## src/rtl/uart_ctrl.sv

```systemverilog
// Two-requester transmit arbiter and paced send-enable driver for the byte UART,
// plus a single-entry receive holding register with a sticky overrun flag.
module uart_ctrl #(
    parameter int CLK_FREQ  = 50000000,
    parameter int UART_BPS  = 115200,
    parameter int FRAME_GAP = 2,
    parameter int PULSE_LEN = 4
) (
    input  logic       clk,
    input  logic       reset,
    input  logic       req0,
    input  logic [7:0] data0,
    output logic       ack0,
    input  logic       req1,
    input  logic [7:0] data1,
    output logic       ack1,
    output logic       uart_send_en,
    output logic [7:0] uart_din,
    input  logic       uart_done,
    input  logic [7:0] uart_data,
    output logic [7:0] rx_data,
    output logic       rx_valid,
    input  logic       rx_ready,
    output logic       rx_overrun,
    input  logic       rx_overrun_clr,
    output logic       tx_busy,
    output logic       grant_id
);

    localparam int BPS_CNT      = CLK_FREQ / UART_BPS;
    localparam int FRAME_CYCLES = BPS_CNT * (10 + FRAME_GAP);
    localparam logic [15:0] FRAME_LAST = 16'(FRAME_CYCLES - 1);
    localparam logic [15:0] PULSE_LAST = 16'(PULSE_LEN - 1);

    typedef enum logic [1:0] {IDLE, PULSE, WAIT} state_t;

    state_t      state_q, state_d;
    logic [15:0] cnt_q, cnt_d;
    logic        send_en_q, send_en_d;
    logic [7:0]  din_q, din_d;
    logic        ack0_q, ack0_d;
    logic        ack1_q, ack1_d;
    logic        grant_id_q, grant_id_d;
    logic        busy_q, busy_d;
    logic        prev_done_q, prev_done_d;
    logic [7:0]  rx_data_q, rx_data_d;
    logic        rx_valid_q, rx_valid_d;
    logic        rx_overrun_q, rx_overrun_d;
    logic        pick1;
    logic        rise;

    // On a tie, requester 1 wins unless it was the most recent grant.
    assign pick1 = req1 & (~req0 | ~grant_id_q);

    always_comb begin
        state_d    = state_q;
        cnt_d      = cnt_q;
        send_en_d  = send_en_q;
        din_d      = din_q;
        ack0_d     = 1'b0;
        ack1_d     = 1'b0;
        grant_id_d = grant_id_q;
        case (state_q)
            IDLE: begin
                if (req0 | req1) begin
                    din_d      = pick1 ? data1 : data0;
                    send_en_d  = 1'b1;
                    ack0_d     = ~pick1;
                    ack1_d     = pick1;
                    grant_id_d = pick1;
                    cnt_d      = '0;
                    state_d    = PULSE;
                end
            end
            PULSE: begin
                cnt_d = cnt_q + 16'd1;
                if (cnt_q == PULSE_LAST) begin
                    send_en_d = 1'b0;
                    state_d   = WAIT;
                end
            end
            WAIT: begin
                cnt_d = cnt_q + 16'd1;
                if (cnt_q == FRAME_LAST) begin
                    state_d = IDLE;
                end
            end
            default: begin
                send_en_d = 1'b0;
                state_d   = IDLE;
            end
        endcase
        busy_d = (state_d != IDLE);
    end

    assign rise = uart_done & ~prev_done_q;

    always_comb begin
        prev_done_d  = uart_done;
        rx_data_d    = rx_data_q;
        rx_valid_d   = rx_valid_q;
        rx_overrun_d = rx_overrun_q & ~rx_overrun_clr;
        if (rise) begin
            if (!rx_valid_q || rx_ready) begin
                rx_data_d  = uart_data;
                rx_valid_d = 1'b1;
            end else begin
                rx_overrun_d = 1'b1;
            end
        end else if (rx_valid_q && rx_ready) begin
            rx_valid_d = 1'b0;
        end
    end

    always_ff @(posedge clk or posedge reset) begin
        if (reset) begin
            state_q      <= IDLE;
            cnt_q        <= '0;
            send_en_q    <= 1'b0;
            din_q        <= '0;
            ack0_q       <= 1'b0;
            ack1_q       <= 1'b0;
            grant_id_q   <= 1'b0;
            busy_q       <= 1'b0;
            prev_done_q  <= 1'b0;
            rx_data_q    <= '0;
            rx_valid_q   <= 1'b0;
            rx_overrun_q <= 1'b0;
        end else begin
            state_q      <= state_d;
            cnt_q        <= cnt_d;
            send_en_q    <= send_en_d;
            din_q        <= din_d;
            ack0_q       <= ack0_d;
            ack1_q       <= ack1_d;
            grant_id_q   <= grant_id_d;
            busy_q       <= busy_d;
            prev_done_q  <= prev_done_d;
            rx_data_q    <= rx_data_d;
            rx_valid_q   <= rx_valid_d;
            rx_overrun_q <= rx_overrun_d;
        end
    end

    assign ack0         = ack0_q;
    assign ack1         = ack1_q;
    assign uart_send_en = send_en_q;
    assign uart_din     = din_q;
    assign grant_id     = grant_id_q;
    assign tx_busy      = busy_q;
    assign rx_data      = rx_data_q;
    assign rx_valid     = rx_valid_q;
    assign rx_overrun   = rx_overrun_q;

endmodule

```

## config.mk

```make
export PLATFORM = sky130hd
export DESIGN_NAME = uart_ctrl
export DESIGN_NICKNAME = d
export VERILOG_FILES = /design/src/rtl/uart_ctrl.sv
export SDC_FILE = /design/constraint.sdc
export NUM_CORES = 1
export LEC_CHECK = 0
export ABC_AREA = 1
export BUFFER_PORTS_ARGS = -buffer_cell sky130_fd_sc_hd__buf_2
export CAP_MARGIN = 20
export CELL_PAD_IN_SITES_DETAIL_PLACEMENT = 1
export CELL_PAD_IN_SITES_GLOBAL_PLACEMENT = 2
export CORE_ASPECT_RATIO = 1.2
export CORE_MARGIN = 10
export CORE_UTILIZATION = 30
export CTS_CLUSTER_DIAMETER = 120
export DETAILED_ROUTE_END_ITERATION = 10
export GPL_ROUTABILITY_DRIVEN = 1
export PLACE_DENSITY = 0.76
export SYNTH_ARGS = -nofsm -noshare
export SYNTH_HDL_FRONTEND = slang
export SYNTH_SLANG_ARGS = --single-unit
```

## constraint.sdc

```tcl
create_clock -name clk -period 1.9 [get_ports clk]
set_input_delay 0.285 -clock clk [delete_from_list [all_inputs] [get_ports clk]]
set_output_delay 0.285 -clock clk [all_outputs]
set_load 0.02 [all_outputs]
```

-- After elaboration in Yosys (flattened, before gate mapping)
Cells that the tools add are included.
- register bits after elaboration: 42
- $add $sub $neg: 1
- eq/ne operators: 7
- mux-type cells: 19
- bitwise gates (word level): 11
- reduce and logical (&&, ||, !) cells: 13
- operators by type and width (cell ; number):
    case mux 16 bit (2 select lines) ; 1
    adder 16 x 1 -> 16 bit, second input constant ; 1
    == test 16 x 13 -> 1 bit, second input constant ; 1
    == test 16 x 2 -> 1 bit, second input constant ; 1
    2-to-1 mux 16 bit ; 1
    2-to-1 mux 1 bit ; 11
    2-to-1 mux 8 bit ; 1
    AND reduction 2 bit ; 4
    2-to-1 mux 2 bit ; 3
    inverter 1 bit ; 6
    case mux 2 bit (3 select lines) ; 1
    nonzero test 2 bit ; 3
    != test 2 bit, second input constant ; 2
    bitwise AND 1 bit ; 3
    case mux 1 bit (3 select lines) ; 1
    AND reduction 3 bit ; 1
    == test 2 x 1 -> 1 bit, second input constant ; 1
    == test 2 bit, second input constant ; 1
    logical NOT 2 bit ; 1
    != test 2 x 1 -> 1 bit, second input constant ; 1
    OR 1 bit ; 2
    OR reduction 2 bit ; 1
    logical AND 1 bit ; 1
    logical NOT 1 bit ; 1
    logical OR 1 bit ; 1

-- Logic depth before layout (Yosys ltp)
Gate-level depths: netlist (run 1).
- depth in word-level cells: 6
- gate-level depth with buffers: 9
- mapped depth without buffers: 9

-- Worst setup path before layout (run 1)
Ideal clock, no wire load.
- path type: flip-flop to flip-flop
- start: register state_q[0]
- end: register grant_id_q, in the netlist grant_id
- arrival: 1.365 ns
- setup slack: 0.404 ns
- cell stages (with the launch flop): 9
- path buffers: 1
- cells stage by stage: dfrtp_1 -> inv_1 -> ha_1 -> inv_1 -> nor2_1 -> inv_1 -> buf_2 -> nand2_1 -> o21ai_0
- longest elaborated chain between the ends: 2
- RTL lines (item ; RTL line ; text):
    start, declared ; 37 ; state_t state_q, state_d;
    start signal, assigned ; 130 ; state_q <= state_d;
    logical NOT 2 bit ; 63 ; case (state_q)
    AND reduction 2 bit (no line) ; n/a ;
    end signal, assigned ; 136 ; grant_id_q <= grant_id_d;
    end, declared ; 43 ; logic grant_id_q, grant_id_d;
No other way between the ends.
A chain may end at the register's enable or synchronous reset.

-- Final worst setup path (run 1)
- start: register state_q[0]
- end: register cnt_q[5]
- longest elaborated chain between the ends: 4
- elaborated cells on any way between the ends: 8
- those cells by class: 3 x eq/ne; 1 x mux; 4 x reduce/logical
- RTL lines (item ; RTL line ; text):
    == test 2 bit / == test 2 x 1 -> 1 bit (equally long branches) ; 63 ;
    OR reduction 2 bit (no line) ; n/a ;
    nonzero test 2 bit (no line) ; n/a ;
    AND reduction 2 bit (no line) ; n/a ;
    end signal, assigned ; 131 ; cnt_q <= cnt_d;
    end, declared ; 38 ; logic [15:0] cnt_q, cnt_d;
Several ways; a longest one is shown, not always the timed one.

==> results of run 1 <==
## cells in the final DEF, fill, tap and decap left out, types with 2 or more instances in the layout
cell       n
o21ai_0   23
mux2_2     8
a21oi_1    9
nor2_1    49
clkbuf_8   5
buf_4      4
nand3_1   17
nor3_1     3
nand2_1   68
nand2_2    3
nor2_4     4
clkinv_1   2
nand4_1    4
inv_1     24
ha_1       5
inv_2      3
buf_2     53
dfrtp_1   42
## Yosys cell counts
cell / count / area share [%]
inv_1: 26 / 4.4
nand2_1: 68 / 12
nand4_1: 4 / 1.1
nor2_2: 1 / 0.29
a21oi_1: 9 / 2.1
nand3_2: 1 / 0.46
nand2_4: 1 / 0.51
nand2_2: 3 / 0.85
buf_2: 3 / 0.68
nor2_4: 4 / 2.1
o22ai_1: 1 / 0.29
clkbuf_1: 1 / 0.17
clkinv_1: 1 / 0.17
o21ai_0: 23 / 5.2
nor2_1: 49 / 8.4
dfrtp_1: 42 / 48
nor3_1: 3 / 0.68
mux2_2: 8 / 4.1
buf_6: 1 / 0.51
a31oi_1: 1 / 0.29
nand3_1: 17 / 3.9
ha_1: 5 / 2.8
inv_2: 2 / 0.34
o21a_1: 1 / 0.34
xnor2_1: 1 / 0.40
a21o_2: 1 / 0.40
## worst max-delay path, cell delays in order, from the launching register on
cell and delay [ns]:
dfrtp_1 0.38, inv_1 0.09, ha_1 0.25, nand2_1 0.16, nand2_4 0.15, nor2_1 0.26, inv_2 0.14, o21ai_0 0.10
a21oi_1 0.05
## area by class of cell
type / instances / area [µm²]
inverters: 29 / 108.9
flip-flops and latches: 42 / 1051
clock buffers: 5 / 68.82
well taps: 90 / 112.6
fillers: 915 / 4496
repair buffers: 59 / 325.3
multi-input cells: 201 / 1006
clock inverters: 3 / 21.27
## kinds of logic after synthesis
| kind of cell | count (synthesis) | synth area share, % |
|---|---|---|
| fa+ha+maj | 5 | 2.849 |
| xor+xnor | 1 | 0.3989 |
| compound gates | 36 | 8.604 |
| flops | 42 | 47.86 |
| buf+inv | 34 | 6.324 |
| simple gates | 151 | 29.86 |
| mux | 8 | 4.103 |
## what timing repair did
action / 4_1_cts / 5_1_grt
endpoints found under the hold margin: 14 / 0
endpoints found under the setup margin: 0 / 2
gates resized for setup: 0 / 1
hold buffers: 1 / 0
## sequential cells by signal, indices dropped and copies added, names as in the netlist
name and count:
rx_overrun 1, state_q 2, uart_din 8, uart_send_en 1, cnt_q 16, grant_id 1
ack1 1, rx_valid 1, prev_done_q 1, ack0 1, rx_data 8, tx_busy 1
## report_power, final
part           internal, mW  switching (mW)
clock                 0.259           0.338
sequential             1.11           0.125
combinational         0.431           0.854
total                  1.80            1.32
## worst paths after layout
check | slack, ns | endpoint | start | cells past startpoint
max in group asynchronous | 0.84 | cnt_q[2] | reset | 4
min in group asynchronous | 0.53 | rx_data[1] | reset | 3
worst min register to register | 0.49 | uart_din[1] | uart_din[1] | 2
worst max register to register | 0.19 | cnt_q[5] | state_q[0] | 8
worst max-delay path | 0.19 | cnt_q[5] | state_q[0] | 8
worst min-delay path | 0.10 | prev_done_q | uart_done | 1
## layer usage
metal  vias to the layer above  GRT usage [%]  part of all wire (%)
met5                         -              0                     0
met4                         0          3.107                  0.76
met3                         4          2.541                   3.3
met2                        36          20.66                    53
met1                       958          13.30                    43
li1                       1001              -                     -
==> flow_summary.ini, run 1 <==
[clock_tree]
cts.clk_slew.worst_paths_ns = 0.09
clk_latency_ns = 0.30
cts.htree.levels = 2
clock_path_buffers = 2
cts_root_buffer = clkbuf_8
cts_tree = built
numCtsBuffers = 5
post_cts_buffers = 0
cts_sinks = 42

[floorplanning]
die_y_um = 113.7
core_um2 = 7189
rows = 34
dieArea_um2 = 11160
chipWidth_um = 98.10
start_util_pct = 30.54
io_pins = 54

[route]
routedWlPerCell_um = 14.72
drt_wl_total_um = 6314
drc = 0
vias = 1999
detail_route.iter0.violations = 56
drt-pass1-iter-count = 4
antenna_left = 0
via_per_inst = 4.660

[placement]
place.gp.congestion = 0.8104
placed_area_um2 = 2594
dp_slack_ns = 0.1327
dp_hpwl_um = 5001
dpl.cell_count = 420
port_buffers = 53

[timing]
period_minus_slack_ns = 1.706
fin_ws_ns = 0.1936
fin_crit_sh_pct = 89.81
drv_slew = 0
slew_headroom_pct = 56.46
grt_setup_unrepaired = false
setup_violations = 0
hold_viol_final = 0
whs_ns = 0.1018
worstMarginPinSlew_ns = 0.6492
max_freq_ghz = 0.5860
fin_skew_ns = 0.01008
tns_ns = 0

[worst_hold_path]
hp-class = in -> reg

[synthesis]
syn_nets = 313
syn_area_um2 = 2196
ys_types = 26
synth_area_per_cell_um2 = 7.927
ys_warn_count = 0
ys_seq_elements = 42
ys_seq_area_share_pct = 47.86
postSynthCellCount = 277

[global_route]
grt_max_degree = 27
grt_first_pass_wirelength_um = 10690
grt_usage_pct = 11.48
grt.overflow.total = 0
grt_pass1_vias = 2194
antenna_found_initial = 0

[finish]
antenna_cells = 0
fin_util_pct = 37.47
fin_nets = 374
syn_to_final_growth_pct = 22.68
postLayoutCellArea_um2 = 2694
drive_above_1_share_pct = 25.96
final_cells = 429

[critical_path]
worst-setup-path-type = reg -> reg
critPathMaxFanout = 13
crit_path_start_kind = flop
crit_path_end_kind = flop
crit_required_ns = 2.08
cp.arrival_ns = 1.88

[flow_run]
maxCapViolations = 0

[power_and_ir_drop]
p_leak_nw = 1.335
power.density_nw_per_um2 = 1156
irDropWorstVdd_mv = 0.6371
power_mw = 3.114

[outcome]
outcome = finished clean
(Power assumes the default switching activity.)
==> run 2: changes to the inputs <==
Settings changed: PLACE_DENSITY 0.76 to 0.77.
==> run 2 against run 1 <==
  * Worst setup slack improved by 0.065 ns
  * Via count is 1.6% lower
  * Global-route usage shrank 0.13 points
  * Sequential share of layout area increased by 0.18 points
  * Die area stayed put
  * Sequential power is essentially flat
  * Utilization down 0.17 points
  * Register-to-register slack gained 0.06 ns
  * Flip-flop and latch count unchanged
  * Wire length fell by 2.5%
  * Largest cell class unchanged
  * Highest routed layer unchanged
==> flow_summary.ini, run 2 (synthesized netlist as in run 1, its figures left out) <==
[critical_path]
worst-setup-path-type = reg -> reg
max_stage_delay_ns = 0.38
critPathMaxFanout = 13
r2r_setup_slack_ns = 0.26
cp.arrival_ns = 1.81
crit_path_end_kind = flop
r2r-start = state_q[0]
worst_path_max_delay_cell = dfrtp_1
cp_cell_sequence = inv_1 -> ha_1 -> nand2_1 -> nand2_4 -> nor2_1 -> inv_2 -> o21ai_0 -> a21oi_1
r2r-end = cnt_q[5]
r2r_cells = 8
crit_path_start_kind = flop
crit_required_ns = 2.07

[timing]
period_minus_slack_ns = 1.641
setup_violations = 0
drv_slew = 0
max_freq_ghz = 0.6092
hold_viol_final = 0
whs_ns = 0.004115
grt_setup_unrepaired = false
fin_skew_ns = 0.004873
tns_ns = 0
worstMarginPinSlew_ns = 0.6920
slew_headroom_pct = 53.58
fin_crit_sh_pct = 86.39

[global_route]
grt_first_pass_wirelength_um = 10610
antenna_found_initial = 0
grt_max_degree = 26
grt.overflow.total = 0
grt_pass1_vias = 2175
grt_usage_pct = 11.35

[power_and_ir_drop]
irDropWorstVdd_mv = 0.4639
p_leak_nw = 1.328
power.density_nw_per_um2 = 1152

[placement]
dp_hpwl_um = 4995
place.gp.congestion = 0.7934
port_buffers = 53

[clock_tree]
post_cts_buffers = 0
cts.clk_slew.worst_paths_ns = 0.08
cts_root_buffer = clkbuf_8
clock_path_buffers = 2
cts.htree.levels = 2
numCtsBuffers = 5
cts_sinks = 42
cts_hold_buf = 0
clk_latency_ns = 0.29
cts_tree = built

[outcome]
outcome = finished clean

[finish]
mostFrequentLayoutCells = nand2_1, buf_2, nor2_1
largest_reg_flops = 16
antenna_cells = 0
drive_above_1_share_pct = 25.82
fin_nets = 372
syn_to_final_growth_pct = 22.11
regMostFlops = cnt_q
final_common_cell = nand2_1

[floorplanning]
core_um2 = 7189
chipWidth_um = 98.10
io_pins = 54
rows = 34
dieArea_um2 = 11160
start_util_pct = 30.54
die_y_um = 113.7

[route]
vias = 1967
drc = 0
drt-pass1-iter-count = 4
routedWlPerCell_um = 14.42
antenna_left = 0
drt_wl_total_um = 6156
detail_route.iter0.violations = 48
via_per_inst = 4.607

[worst_hold_path]
hp-class = in -> async

[flow_run]
maxCapViolations = 0
## run 2: changes by cell type in the layout (fill, tap and decap cells not counted), sizes merged
| cell | previous run | this run |
|---|---|---|
| buf | 58 | 57 |
| clkbuf | 5 | 6 |
| clkinv | 4 | 3 |
| dlygate4sd3 | 1 | 0 |
## run 2: worst max path at each step
stage / from / endpoint / slack [ns] / cells after the start
after global routing: state_q[1] / cnt_q[3] / 0.04 / 8
final: state_q[0] / cnt_q[5] / 0.26 / 8
after global placement: state_q[0] / cnt_q[3] / 0.24 / 8
after CTS: state_q[0] / cnt_q[5] / 0.15 / 8
after detailed placement: state_q[0] / cnt_q[3] / 0.14 / 8
after floorplan: state_q[0] / grant_id / 0.40 / 8
## run 2: routing by layer
metal,part of all wire [%],GRT usage [%],up-vias
met2,54,20.13,29
met4,0.71,2.913,0
met3,3.2,2.722,5
met5,0,0,-
li1,-,-,1000
met1,42,13.31,933
## run 2: report_power, final
group / switching, mW / internal (mW)
sequential: 0.122 / 1.11
clock: 0.304 / 0.292
combinational: 0.836 / 0.429
## run 2: repair_timing
action | 4_1_cts | 5_1_grt
resized for setup | 0 | 1
endpoints found under the hold margin | 0 | 0
endpoints found under the setup margin | 0 | 2
## run 2: final cells by class
cell class,instances,area [µm²]
clock buffer,6,82.58
fill,898,4508
multi-input combinational,201,1006
inverter,29,108.9
sequential,42,1051
clock inverter,2,12.51
timing repair buffer,57,307.8
tap,90,112.6
## run 2: worst max-delay path: cells and delay by family (launching register included)
family                     cells  cell delay (ns)
and+or+nand+nor                3             0.53
DFF                            1             0.38
adders and majority gates      1             0.25
buffers and inverters          2             0.22
AOI/OAI and AO/OA              2             0.16
## run 2: per-stage QoR
stage | total power [mW] | cell area [µm²] | instances | util (%) | setup slack (ns)
after global placement | 2.524 | 2586 | 419 | 35.97 | 0.2403
after global routing | 3.385 | 2681 | 427 | 37.30 | 0.04062
after floorplan | 2.077 | 2196 | 277 | - | 0.4045
after CTS | 3.177 | 2681 | 427 | 37.30 | 0.1503
after detailed placement | 2.556 | 2586 | 419 | 35.97 | 0.1435
final | 3.090 | 2681 | 427 | 37.30 | 0.2586
==> run 3: changes to the inputs <==
Settings changed: CORE_MARGIN 10 to default.
Clock period 1.9 ns to 1.7 ns, I/O delays scaled along.
==> run 3 against run 2 <==
  * Cell count increased by 0.70%
  * Critical path depth decreased by 1
  * Global-route usage increased by 5.5 points
  * Utilization increased by 2.2 points
  * Combinational power increased by 15%
  * Worst setup slack got worse by 0.10 ns
  * Sequential power increased by 11%
  * Design area increased by 2.2%
  * Critical endpoint is now uart_din[7]
==> flow_summary.ini, run 3 (synthesized netlist as in run 1, its figures left out) <==
[outcome]
outcome = finished clean

[timing]
period_minus_slack_ns = 1.544
max_freq_ghz = 0.6479
worstMarginPinSlew_ns = 0.4058
fin_skew_ns = 0.003810
slew_headroom_pct = 72.74
hold_viol_final = 0
setup_violations = 0
tns_ns = 0
fin_ws_ns = 0.1565
fin_crit_sh_pct = 90.80
grt_setup_unrepaired = false
whs_ns = 0.06640
drv_slew = 0

[worst_hold_path]
min_to = prev_done_q
hp-class = in -> reg
hold_depth = 1
hold_start = uart_done

[power_and_ir_drop]
switching_share_pct = 41.78
p_sw_mw = 1.471
intPower_mw = 2.050
p_leak_nw = 1.359
pwr-share-clk_pct = 19.7
seq_power_share_pct = 39.0
irDropWorstVdd_mv = 0.6217
power.density_nw_per_um2 = 1285
pwr-share-comb_pct = 41.3
power_mw = 3.521

[floorplanning]
io_pins = 54
start_util_pct = 31.66
core_um2 = 6937
rows = 33
dieArea_um2 = 7667
chipWidth_um = 80.10
die_y_um = 95.72

[global_route]
grt_usage_pct = 16.87
grt_pass1_vias = 2081
grt_first_pass_wirelength_um = 9887
grt_max_degree = 43
antenna_found_initial = 0
grt.overflow.total = 0

[placement]
dp_hpwl_um = 4452
dp_slack_ns = 0.06489
place.gp.congestion = 0.8483
placed_area_um2 = 2613
port_buffers = 53

[finish]
fin_nets = 378
mostFrequentLayoutCells = nand2_1, buf_2, nor2_1
syn_to_final_growth_pct = 24.84
regMostFlops = cnt_q
largest_reg_flops = 16
antenna_cells = 0
final_common_cell = nand2_1
drive_above_1_share_pct = 27.70
postLayoutCellArea_um2 = 2741

[critical_path]
r2r_cells = 7
max_stage_delay_ns = 0.41
worst_path_max_delay_cell = dfrtp_1
crit_family = flip-flops
cp.arrival_ns = 1.76
r2r-start = state_q[0]
crit_path_end_kind = flop
crit_path_start_kind = flop
cp_cell_sequence = inv_1 -> ha_2 -> inv_1 -> nor2_1 -> buf_4 -> o21ai_0 -> o21ai_0
worst-setup-path-type = reg -> reg
crit_required_ns = 1.92
crit_buf_inv = 3
critPathMaxFanout = 8
r2r-end = uart_din[7]
worst-path-stages = 7
r2r_setup_slack_ns = 0.16

[flow_run]
maxCapViolations = 0

[route]
routedWlPerCell_um = 13.57
top_layer_used = met4
wl_met1_um = 2492
detail_route.iter0.violations = 40
via_per_inst = 4.667
drt-pass1-iter-count = 4
drt_wl_total_um = 5834
antenna_left = 0
drc = 0
vias = 2007
wl_met3_um = 117
route.met2.wl_um = 3074

[clock_tree]
cts_sinks = 42
cts_root_buffer = clkbuf_8
clock_path_buffers = 2
clk_latency_ns = 0.30
cts.htree.levels = 2
cts.clk_slew.worst_paths_ns = 0.09
cts_tree = built
numCtsBuffers = 5
-- run 3: cell count changes in the layout (fill, tap and decap cells not counted), sizes merged --
cell         before  now
dlygate4sd3       0    1
buf              57   62
clkbuf            6    5
inv              27   28
-- run 3: what timing repair did --
item,CTS,global route
endpoints found under the hold margin,42,0
resized for setup,0,4
setup endpoints to repair,0,11
setup buffers,0,1
hold buffers,1,0
-- run 3: worst max path at each step --
stage / start / endpoint / slack, ns
after floorplan: state_q[0] / grant_id / 0.20
after global placement: state_q[0] / cnt_q[10] / 0.14
after detailed placement: state_q[0] / cnt_q[5] / 0.06
after CTS: state_q[0] / cnt_q[10] / 0.05
after global routing: state_q[0] / uart_din[3] / 0.001
final: state_q[0] / uart_din[7] / 0.16
-- run 3: final cells by class --
type | count | area [µm²]
inverter | 29 | 108.9
multi-input combinational | 201 | 1011
timing repair buffer | 63 | 367.9
clock buffer | 5 | 68.82
tap | 87 | 108.9
clock inverter | 3 | 25.02
sequential | 42 | 1051
fill | 881 | 4195
-- run 3: layer usage --
metal | track usage (%) | up-vias
met1 | 20.53 | 956
met3 | 2.275 | 12
li1 | - | 1007
met5 | 0 | -
met4 | 7.589 | 0
met2 | 29.56 | 32
-- run 3: power by group through the flow --
stage | logic, mW | registers [mW] | clock network, mW
floorplan | 0.706 | 1.62 | 0
global placement | 1.44 | 1.39 | 0
CTS | 1.47 | 1.38 | 0.726
finish | 1.45 | 1.37 | 0.694
global route | 1.66 | 1.41 | 0.761
detailed placement | 1.46 | 1.40 | 0
-- run 3: metrics by stage --
stage,std cells,util [%]
4_1_cts,429,39.16
5_1_grt,430,39.52
3_3_place_gp,420,37.66
6_report,430,39.52
2_1_floorplan,277,-
3_5_place_dp,420,37.66
